===== src/rtl/radix4_mult_arbiter.sv =====
// Round-robin arbiter that shares one radix4_mult instance among NUM_REQ requesters.
// Defining RADIX4_ARB_STATS_EN adds the stat_issued / stat_stall counter outputs.
module radix4_mult_arbiter #(
  parameter int NUM_REQ   = 4,
  parameter int MULT_LAT  = 2,
  parameter int PIPELINED = 1
) (
  input  logic                   CLK,
  input  logic                   rst_n,
  input  logic [NUM_REQ-1:0]     req_valid,
  output logic [NUM_REQ-1:0]     req_ready,
  input  logic [NUM_REQ*32-1:0]  req_a,
  input  logic [NUM_REQ*32-1:0]  req_b,
  output logic [NUM_REQ-1:0]     rsp_valid,
  output logic [63:0]            rsp_data,
  output logic [31:0]            mult_a,
  output logic [31:0]            mult_b,
  input  logic [63:0]            mult_c,
  output logic                   dbg_state
`ifdef RADIX4_ARB_STATS_EN
  ,
  output logic [31:0]            stat_issued,
  output logic [31:0]            stat_stall
`endif
);

  localparam int ID_W  = (NUM_REQ > 1) ? $clog2(NUM_REQ) : 1;
  localparam int DEPTH = MULT_LAT + 1;

  typedef enum logic {
    ST_IDLE = 1'b0,
    ST_WAIT = 1'b1
  } state_t;

  state_t          state_q;
  state_t          state_d;
  logic [ID_W-1:0] rr_ptr;
  logic [ID_W-1:0] win_id;
  logic            win_found;
  logic            issue_ok;
  logic            hs;
  logic [31:0]     sel_a;
  logic [31:0]     sel_b;
  logic [DEPTH-1:0] trk_v;
  logic [ID_W-1:0]  trk_id [DEPTH];

  function automatic logic [ID_W-1:0] wrap_idx(input logic [ID_W-1:0] base, input int k);
    int s;
    s = int'(base) + k;
    if (s >= NUM_REQ) s = s - NUM_REQ;
    return ID_W'(s);
  endfunction

  // First valid requester at or after rr_ptr, wrapping modulo NUM_REQ.
  always_comb begin
    win_found = 1'b0;
    win_id    = '0;
    for (int k = 0; k < NUM_REQ; k++) begin
      if (!win_found && req_valid[wrap_idx(rr_ptr, k)]) begin
        win_found = 1'b1;
        win_id    = wrap_idx(rr_ptr, k);
      end
    end
  end

  assign issue_ok = (PIPELINED != 0) || (state_q == ST_IDLE);

  // Handshake: a request transfers on a rising edge where req_valid[i] and
  // req_ready[i] are both 1; valid may drop at any time without a transfer,
  // and operands are only sampled on the transfer edge.
  always_comb begin
    req_ready = '0;
    if (rst_n && issue_ok && win_found) req_ready[win_id] = 1'b1;
  end

  assign hs = |(req_valid & req_ready);

  always_comb begin
    sel_a = req_a[int'(win_id)*32 +: 32];
    sel_b = req_b[int'(win_id)*32 +: 32];
  end

  always_ff @(posedge CLK) begin
    if (!rst_n) begin
      mult_a <= '0;
      mult_b <= '0;
      rr_ptr <= '0;
    end else if (hs) begin
      mult_a <= sel_a;
      mult_b <= sel_b;
      rr_ptr <= wrap_idx(win_id, 1);
    end
  end

  // Tag tracker: stage MULT_LAT lines up with the product settling on mult_c.
  always_ff @(posedge CLK) begin
    if (!rst_n) begin
      trk_v <= '0;
      for (int i = 0; i < DEPTH; i++) trk_id[i] <= '0;
    end else begin
      trk_v     <= {trk_v[DEPTH-2:0], hs};
      trk_id[0] <= win_id;
      for (int i = 1; i < DEPTH; i++) trk_id[i] <= trk_id[i-1];
    end
  end

  always_comb begin
    rsp_valid = '0;
    if (trk_v[MULT_LAT]) rsp_valid[trk_id[MULT_LAT]] = 1'b1;
  end

  assign rsp_data = mult_c;

  always_ff @(posedge CLK) begin
    if (!rst_n) state_q <= ST_IDLE;
    else        state_q <= state_d;
  end

  // Only the non-pipelined build ever leaves IDLE.
  always_comb begin
    state_d = state_q;
    case (state_q)
      ST_IDLE: if (hs && (PIPELINED == 0)) state_d = ST_WAIT;
      ST_WAIT: if (|rsp_valid)             state_d = ST_IDLE;
      default:                             state_d = ST_IDLE;
    endcase
  end

  assign dbg_state = state_q;

`ifdef RADIX4_ARB_STATS_EN
  always_ff @(posedge CLK) begin
    if (!rst_n) begin
      stat_issued <= '0;
      stat_stall  <= '0;
    end else begin
      if (hs)                      stat_issued <= stat_issued + 32'd1;
      if ((|req_valid) && !hs)     stat_stall  <= stat_stall + 32'd1;
    end
  end
`endif

endmodule

===== config.mk =====
export PLATFORM = sky130hd
export DESIGN_NAME = radix4_mult_arbiter
export DESIGN_NICKNAME = d
export VERILOG_FILES = /design/src/rtl/radix4_mult_arbiter.sv
export SDC_FILE = /design/constraint.sdc
export NUM_CORES = 1
export LEC_CHECK = 0
export ABC_AREA = 1
export CORE_AREA = 10 10 172 174
export DETAILED_ROUTE_END_ITERATION = 7
export DIE_AREA = 0 0 182 184
export PLACE_DENSITY = 0.63
export SYNTH_ARGS = -nofsm -noshare
export SYNTH_HDL_FRONTEND = slang
export SYNTH_SLANG_ARGS = --single-unit

===== constraint.sdc =====
create_clock -name CLK -period 4.6 [get_ports CLK]
set_input_delay 1.38 -clock CLK [delete_from_list [all_inputs] [get_ports CLK]]
set_output_delay 1.38 -clock CLK [all_outputs]
set_load 0.01 [all_outputs]

==> qor.txt, run 1 <==
PwrDens: 679 nW/um^2
largest net degree at the start of global routing: 75
Avg Cell Area, Syn: 5.28 sq um
Synth Area in Compound Gates: 0.00442
largest stage delay on the critical path: 0.47 ns
Relative slew margins: 0.465
CTS tree: built
Hold Buf Count CTS: 0
final setup vio count: 0
P&R area growth vs syn: 57.9%
I/O pin count: 463
Cell Chain, Critical Path: clkdlybuf4s50_1 > inv_1 > nand2_1 > nand3_1 > nand2_1 > inv_1 > nand3_1 > nand3_4 > inv_4 > nand2_1 > nor2_1 > dlygate4sd2_1
Starting Density: 0.229
global-route wire length before repair: 38900 um
post-synthesis mux area share: 0
CP dominant cell by count: nand2_1
post-synthesis sequential element count: 76
CTS buffer count: 9
top-area cell type share of the netlist area: 0.378
Longest Clk Path Bufs: 2
min Tclk post-route: 4.46 ns
Seq. cell area: 1520 sq um
crit path DAT: 3.08 ns
critical path's slowest cell: clkdlybuf4s50_1
share of cells above drive strength 1: 0.0324
HP Start: trk_id[0][1]$_SDFF_PN0_
Worst R2R Path Depth: 15
hold path cells: 2
unrepaired setup endpoints after global routing: false
Yosys cell types: 20
fmax: 0.224 GHz
Leak Pwr: 4.79 nW
ant diodes: 0
fillcell total: 2866
Peak VDD IR: 0.000613 V
starting DRC count in detailed routing: 309
Tot GR Track Use: 0.142
final worst-path setup slack: 0.136 ns
Crit. End Element: output pin
Hold Crit Class: register to register
final period utilization: 0.971
Synth area leader: nand2_1
first-pass iteration count of the detailed router: 4
Worst Max-Slew Pin Slew: 0.803 ns
post-synthesis sequential area ratio: 0.256
die area: 33500 sq um
Vias: 7220
reg2reg start: rr_ptr[0]$_SDFFE_PN0P_
DRT antenna net count: 0
worst setup path category: primary input to output pin
final WL: 25100 um
CTS sink count: 76
Synth Area in Adders: 0
top area cells in the synthesized netlist: nand2_1 (38%), dfxtp_1 (26%), buf_4 (8.5%)
Buf+Inv Stages, Crit Path: 5
clock skew: 0.00878 ns
outcome: finished, final reports clean
Max Slew Vio Count: 0
vias per std cell: 4.26
Hold Path Sink: trk_id[0][3]$_SDFF_PN0_
largest family of logic cells by synthesized area: simple AND/OR/NAND/NOR gates
Placement Setup Slack: -0.162 ns
Placeable Area: 25900 sq um
GRT overflow: 0
Root Buffer: clkbuf_16
Crit Reg-Reg Endpoint: mult_b[7]$_SDFFE_PN0P_
Post-Syn Instances: 1125
Max Cap Viol: 0
clock slew at reported path FFs: 0.07 ns
startpoint types: primary input
htree depth: 3
vias in the first global route: 7219
Critical Path RT: 3.22 ns
initial antenna violation count: 0
worst skew pair latency: 0.34 ns
Final Hold Viols: 0
routability congestion estimate from global placement: 0.827
R2R Setup Slk: 1.95 ns
Largest delay share family, worst path: buffers and inverters
Syn. warnings: 0
post-DP HPWL: 19600 um
drt drc: 0
Mapped Nets: 1451
Hold WS: 0.408 ns
multi-input logic area: 3350 sq um
Post-CTS Setup Bufs: 0
average wire per standard cell: 14.8 um
Std-Cell Rows: 59
simple-gate share of the synthesized area: 0.556
nets@finish: 1680
die height: 184 um
DIE WIDTH: 182 um
port buffer count: 334
Post-Synth XOR/XNOR Area: 0
synthesized area: 5940 sq um
Max FO, Critical Path: 5
==> area by class of cell <==
class	instances	share of cell area
tap	335	0.0447
sequential	76	0.162
clock buffer	9	0.0240
inverter	77	0.0316
multi-input combinational	839	0.357
timing repair buffer	351	0.372
clock inverter	7	0.00814
==> cells by family (layout without fill, tap and decap cells) <==
logic type,after synthesis,count (layout)
compound gates,4,4
flops,76,76
buf+inv,210,444
simple gates,835,835
==> state kept, by name, indices dropped and copies added, names as in the netlist <==
register,flops
mult_a,32
mult_b,32
trk_id,6
trk_v,3
rr_ptr,2
dbg_state,1
==> per-stage QoR <==
| step | util | setup TNS (ns) | cell area, sq um | cells | total power [mW] |
|---|---|---|---|---|---|
| 2_1_floorplan | - | 0 | 5940 | 1125 | 4.24 |
| 6_report | 0.362 | 0 | 9380 | 1694 | 6.37 |
| 3_5_place_dp | 0.350 | -0.545 | 9080 | 1678 | 5.71 |
| 4_1_cts | 0.362 | 0 | 9380 | 1694 | 6.48 |
| 3_3_place_gp | 0.350 | -0.290 | 9080 | 1678 | 5.67 |
| 5_1_grt | 0.362 | 0 | 9380 | 1694 | 7.12 |
==> Yosys cell counts, drive strengths merged <==
cell type,instances
buf,107
o211ai,1
inv,77
clkbuf,26
a31oi,1
a211oi,1
nand2,600
o21ai,1
nor3,6
nor2,134
nand4,21
nand3,74
dfxtp,76
==> layer usage <==
| layer | share of wire | up-vias | global-route usage |
|---|---|---|---|
| met3 | 0.10 | 33 | 0.0671 |
| met1 | 0.41 | 3100 | 0.153 |
| li1 | - | 3770 | - |
| met4 | 0.021 | 0 | 0.0417 |
| met2 | 0.47 | 317 | 0.244 |
| met5 | 0 | - | 0 |
==> what timing repair did <==
| item | CTS | global route |
|---|---|---|
| gates resized for setup | 4 | 2 |
| endpoints found under the hold margin | 0 | 0 |
| setup endpoints to repair | 4 | 1 |
==> cells in the final DEF, fill, tap and decap left out <==
master	netlist	layout
a211oi_1	1	1
a31oi_1	1	1
buf_12	0	2
buf_4	67	15
bufinv_16	0	1
clkbuf_16	0	9
clkdlybuf4s50_1	0	330
clkinv_2	0	1
clkinv_4	0	2
clkinvlp_4	0	2
dfxtp_1	76	76
dlygate4sd1_1	0	1
dlygate4sd2_1	0	3
inv_1	72	71
inv_2	4	3
inv_4	1	3
inv_6	0	1
nand2_1	599	599
nand2_2	1	1
nand3_1	72	71
nand3_2	2	1
nand3_4	0	2
nand4_1	21	21
nor2_1	133	133
nor2_2	1	1
nor3_1	6	6
o211ai_1	1	1
o21ai_0	1	1
==> worst max path at each step <==
| stage | cells after the start | slack [ns] | start | to |
|---|---|---|---|---|
| after floorplan | 11 | 0.58 | req_valid[3] | req_ready[0] |
| after global placement | 11 | -0.09 | req_valid[3] | req_ready[3] |
| after detailed placement | 11 | -0.16 | req_valid[3] | req_ready[0] |
| after CTS | 11 | 0.12 | req_valid[3] | req_ready[0] |
| after global routing | 11 | 0.002 | req_valid[3] | req_ready[0] |
| final | 12 | 0.14 | req_valid[3] | req_ready[1] |
==> worst register-to-register path, cell delays in order (launching register included) <==
cell and delay, ns:
dfxtp_1 0.55, inv_4 0.11, nand2_1 0.08, nand2_1 0.11, nand2_1 0.09, nand2_1 0.07
nor2_2 0.13, nand3_2 0.14, nand3_4 0.14, buf_4 0.56, nand2_1 0.27, nand2_1 0.11
nand2_1 0.05, nand3_1 0.11, nand2_1 0.05, inv_1 0.04
==> power by group <==
group / total [mW] / switching, mW / internal (mW)
logic: 4.60 / 2.91 / 1.69
registers: 1.04 / 0.132 / 0.904
clock network: 0.730 / 0.307 / 0.423
(Power assumes the default switching activity.)
==> run 2: changes to the inputs <==
--- a/config.mk
+++ b/config.mk
@@ -10,6 +10,7 @@
 export DETAILED_ROUTE_END_ITERATION = 7
 export DIE_AREA = 0 0 182 184
 export PLACE_DENSITY = 0.63
+export RECOVER_POWER = 100
 export SYNTH_ARGS = -nofsm -noshare
 export SYNTH_HDL_FRONTEND = slang
 export SYNTH_SLANG_ARGS = --single-unit
==> qor.txt, run 2 (synthesis gave the netlist of run 1 again) <==
ant diodes: 0 (unchanged)
CTS sink count: 76 (unchanged)
Peak VDD IR: 0.000603 V (was 0.000613 V)
Pwr Total: 6.30 mW (was 6.37 mW)
die height: 184 um (unchanged)
grt met3 use: 0.0671 (unchanged)
global-route wire length before repair: 38900 um (unchanged)
Crit. End Element: output pin (unchanged)
Seq. cell area: 1520 sq um (unchanged)
Longest Clk Path Bufs: 2 (unchanged)
final worst-path setup slack: 0.141 ns (was 0.136 ns)
CTS buffer count: 9 (unchanged)
Critical Path RT: 3.22 ns (about the same)
Worst Max-Slew Pin Slew: 1.56 ns (was 0.803 ns)
post-DP HPWL: 19600 um (unchanged)
port buffer count: 334 (unchanged)
Leak Pwr: 4.95 nW (was 4.79 nW)
commonest non-fill, non-tap cells in the layout: nand2_1 (599), clkdlybuf4s50_1 (260), nor2_1 (133) (was nand2_1 (599), clkdlybuf4s50_1 (330), nor2_1 (133))
clock slew at reported path FFs: 0.07 ns (about the same)
nets@finish: 1680 (unchanged)
Vias: 7190 (was 7220)
initial antenna violation count: 0 (unchanged)
Core Util, Final: 0.361 (was 0.362)
fmax: 0.224 GHz (about the same)
Max Slew Vio Count: 66 (was 0)
multi-input logic area: 3350 sq um (unchanged)
worst setup path category: primary input to output pin (unchanged)
I/O pin count: 463 (unchanged)
failing checks: capacitance limit, slew limit
PwrDens: 673 nW/um^2 (was 679 nW/um^2)
first-pass iteration count of the detailed router: 4 (unchanged)
CTS tree: built (unchanged)
Max Cap Viol: 1 (was 0)
Starting Density: 0.229 (unchanged)
crit path DAT: 3.08 ns (about the same)
clock skew: 0.00937 ns (was 0.00878 ns)
Final Hold Viols: 0 (unchanged)
vias per std cell: 4.24 (was 4.26)
unrepaired setup endpoints after global routing: false (unchanged)
Hold Crit Class: register to register (unchanged)
met1 GRT Util: 0.153 (unchanged)
Relative slew margins: -0.0425 (was 0.465)
most used routing layer: met2 (unchanged)
worst skew pair latency: 0.34 ns (about the same)
Placement Setup Slack: -0.162 ns (unchanged)
Placeable Area: 25900 sq um (unchanged)
drt drc: 0 (unchanged)
most common cell after layout, fill and taps aside: nand2_1 (unchanged)
Std-Cell Rows: 59 (unchanged)
Root Buffer: clkbuf_16 (unchanged)
DIE WIDTH: 182 um (unchanged)
met2 Track Usage GR: 0.244 (unchanged)
Tot GR Track Use: 0.142 (unchanged)
final WL: 25100 um (about the same)
fillcell total: 2868 (was 2866)
largest net degree at the start of global routing: 75 (unchanged)
Hold Buf Count CTS: 0 (unchanged)
Max FO, Critical Path: 5 (unchanged)
die area: 33500 sq um (unchanged)
average wire per standard cell: 14.8 um (about the same)
final period utilization: 0.969 (was 0.971)
vias in the first global route: 7219 (unchanged)
routability congestion estimate from global placement: 0.827 (unchanged)
GRT overflow: 0 (unchanged)
startpoint types: primary input (unchanged)
P&R area growth vs syn: 57.7% (was 57.9%)
htree depth: 3 (unchanged)
Top Registers: mult_a x32, mult_b x32, trk_id x6 (unchanged)
DRT antenna net count: 0 (unchanged)
share of cells above drive strength 1: 0.0316 (was 0.0324)
final setup vio count: 0 (unchanged)
starting DRC count in detailed routing: 305 (was 309)
min Tclk post-route: 4.46 ns (about the same)
outcome: complete, but fails checks (was finished, final reports clean)
## run 2: cell count changes in the layout (fill, tap and decap cells not counted)
cell and delta:
dlygate4sd3_1 +70, clkbuf_1 +1, buf_4 -4, clkdlybuf4s50_1 -70
clkbuf_2 +3
## run 2: metal layers
layer  wire, um  up-vias
met5          0        -
met4        523        0
met3       2600       31
met2      11800      309
met1      10200     3075
li1           -     3775
## run 2: worst paths after layout
path / startpoint / end / slack [ns] / cells past startpoint
worst min-delay path: trk_id[0][1]$_SDFF_PN0_ / trk_id[0][3]$_SDFF_PN0_ / 0.41 / 2
worst min register to register: trk_id[0][1]$_SDFF_PN0_ / trk_id[0][3]$_SDFF_PN0_ / 0.41 / 2
worst max register to register: rr_ptr[0]$_SDFFE_PN0P_ / mult_b[7]$_SDFFE_PN0P_ / 1.42 / 15
worst max-delay path: req_valid[3] / req_ready[1] / 0.14 / 12
## run 2: power by group
part           switching, mW  total, mW  internal [mW]
Sequential             0.122       1.02          0.903
Combinational           2.91       4.55           1.64
Clock                  0.308      0.731          0.423
Total                   3.34       6.30           2.96
## run 2: layout make-up
cell class,count,share of cell area
repair buffers,351,0.371
inverters,77,0.0317
multi-input cells,839,0.357
clock buffers,9,0.0240
clock inverters,7,0.00815
flip-flops and latches,76,0.162
well taps,335,0.0448
## run 2: through the flow
stage / std cells / hold WS [ns] / cell area, sq um / TNS, ns
after global routing: 1694 / 0.424 / 9370 / 0
after detailed placement: 1678 / 0.400 / 9080 / -0.545
final: 1694 / 0.408 / 9370 / 0
after CTS: 1694 / 0.406 / 9380 / 0
after floorplan: 1125 / 0.390 / 5940 / 0
after global placement: 1678 / 0.393 / 9080 / -0.290
## run 2: what timing repair did
action	in CTS	in global routing
gates cloned	0	0
gates resized for setup	4	2
endpoints found under the setup margin	4	1
buffers inserted	0	0
## run 2: worst max-delay path: stages
cell and delay, ns:
clkdlybuf4s50_1 0.47, inv_1 0.05, nand2_1 0.08, nand3_1 0.11, nand2_1 0.12, inv_1 0.06, nand3_1 0.16, nand3_4 0.13
inv_4 0.08, nand2_1 0.06, nor2_1 0.08, dlygate4sd2_1 0.28
==> run 3: changes to the inputs <==
--- a/config.mk
+++ b/config.mk
@@ -7,6 +7,7 @@
 export LEC_CHECK = 0
 export ABC_AREA = 1
 export CORE_AREA = 10 10 172 174
+export CTS_CLUSTER_DIAMETER = 50
 export DETAILED_ROUTE_END_ITERATION = 7
 export DIE_AREA = 0 0 182 184
 export PLACE_DENSITY = 0.63
==> results of run 3 <==
Same layout as run 2: the final DEF is identical, and so are final timing and power.
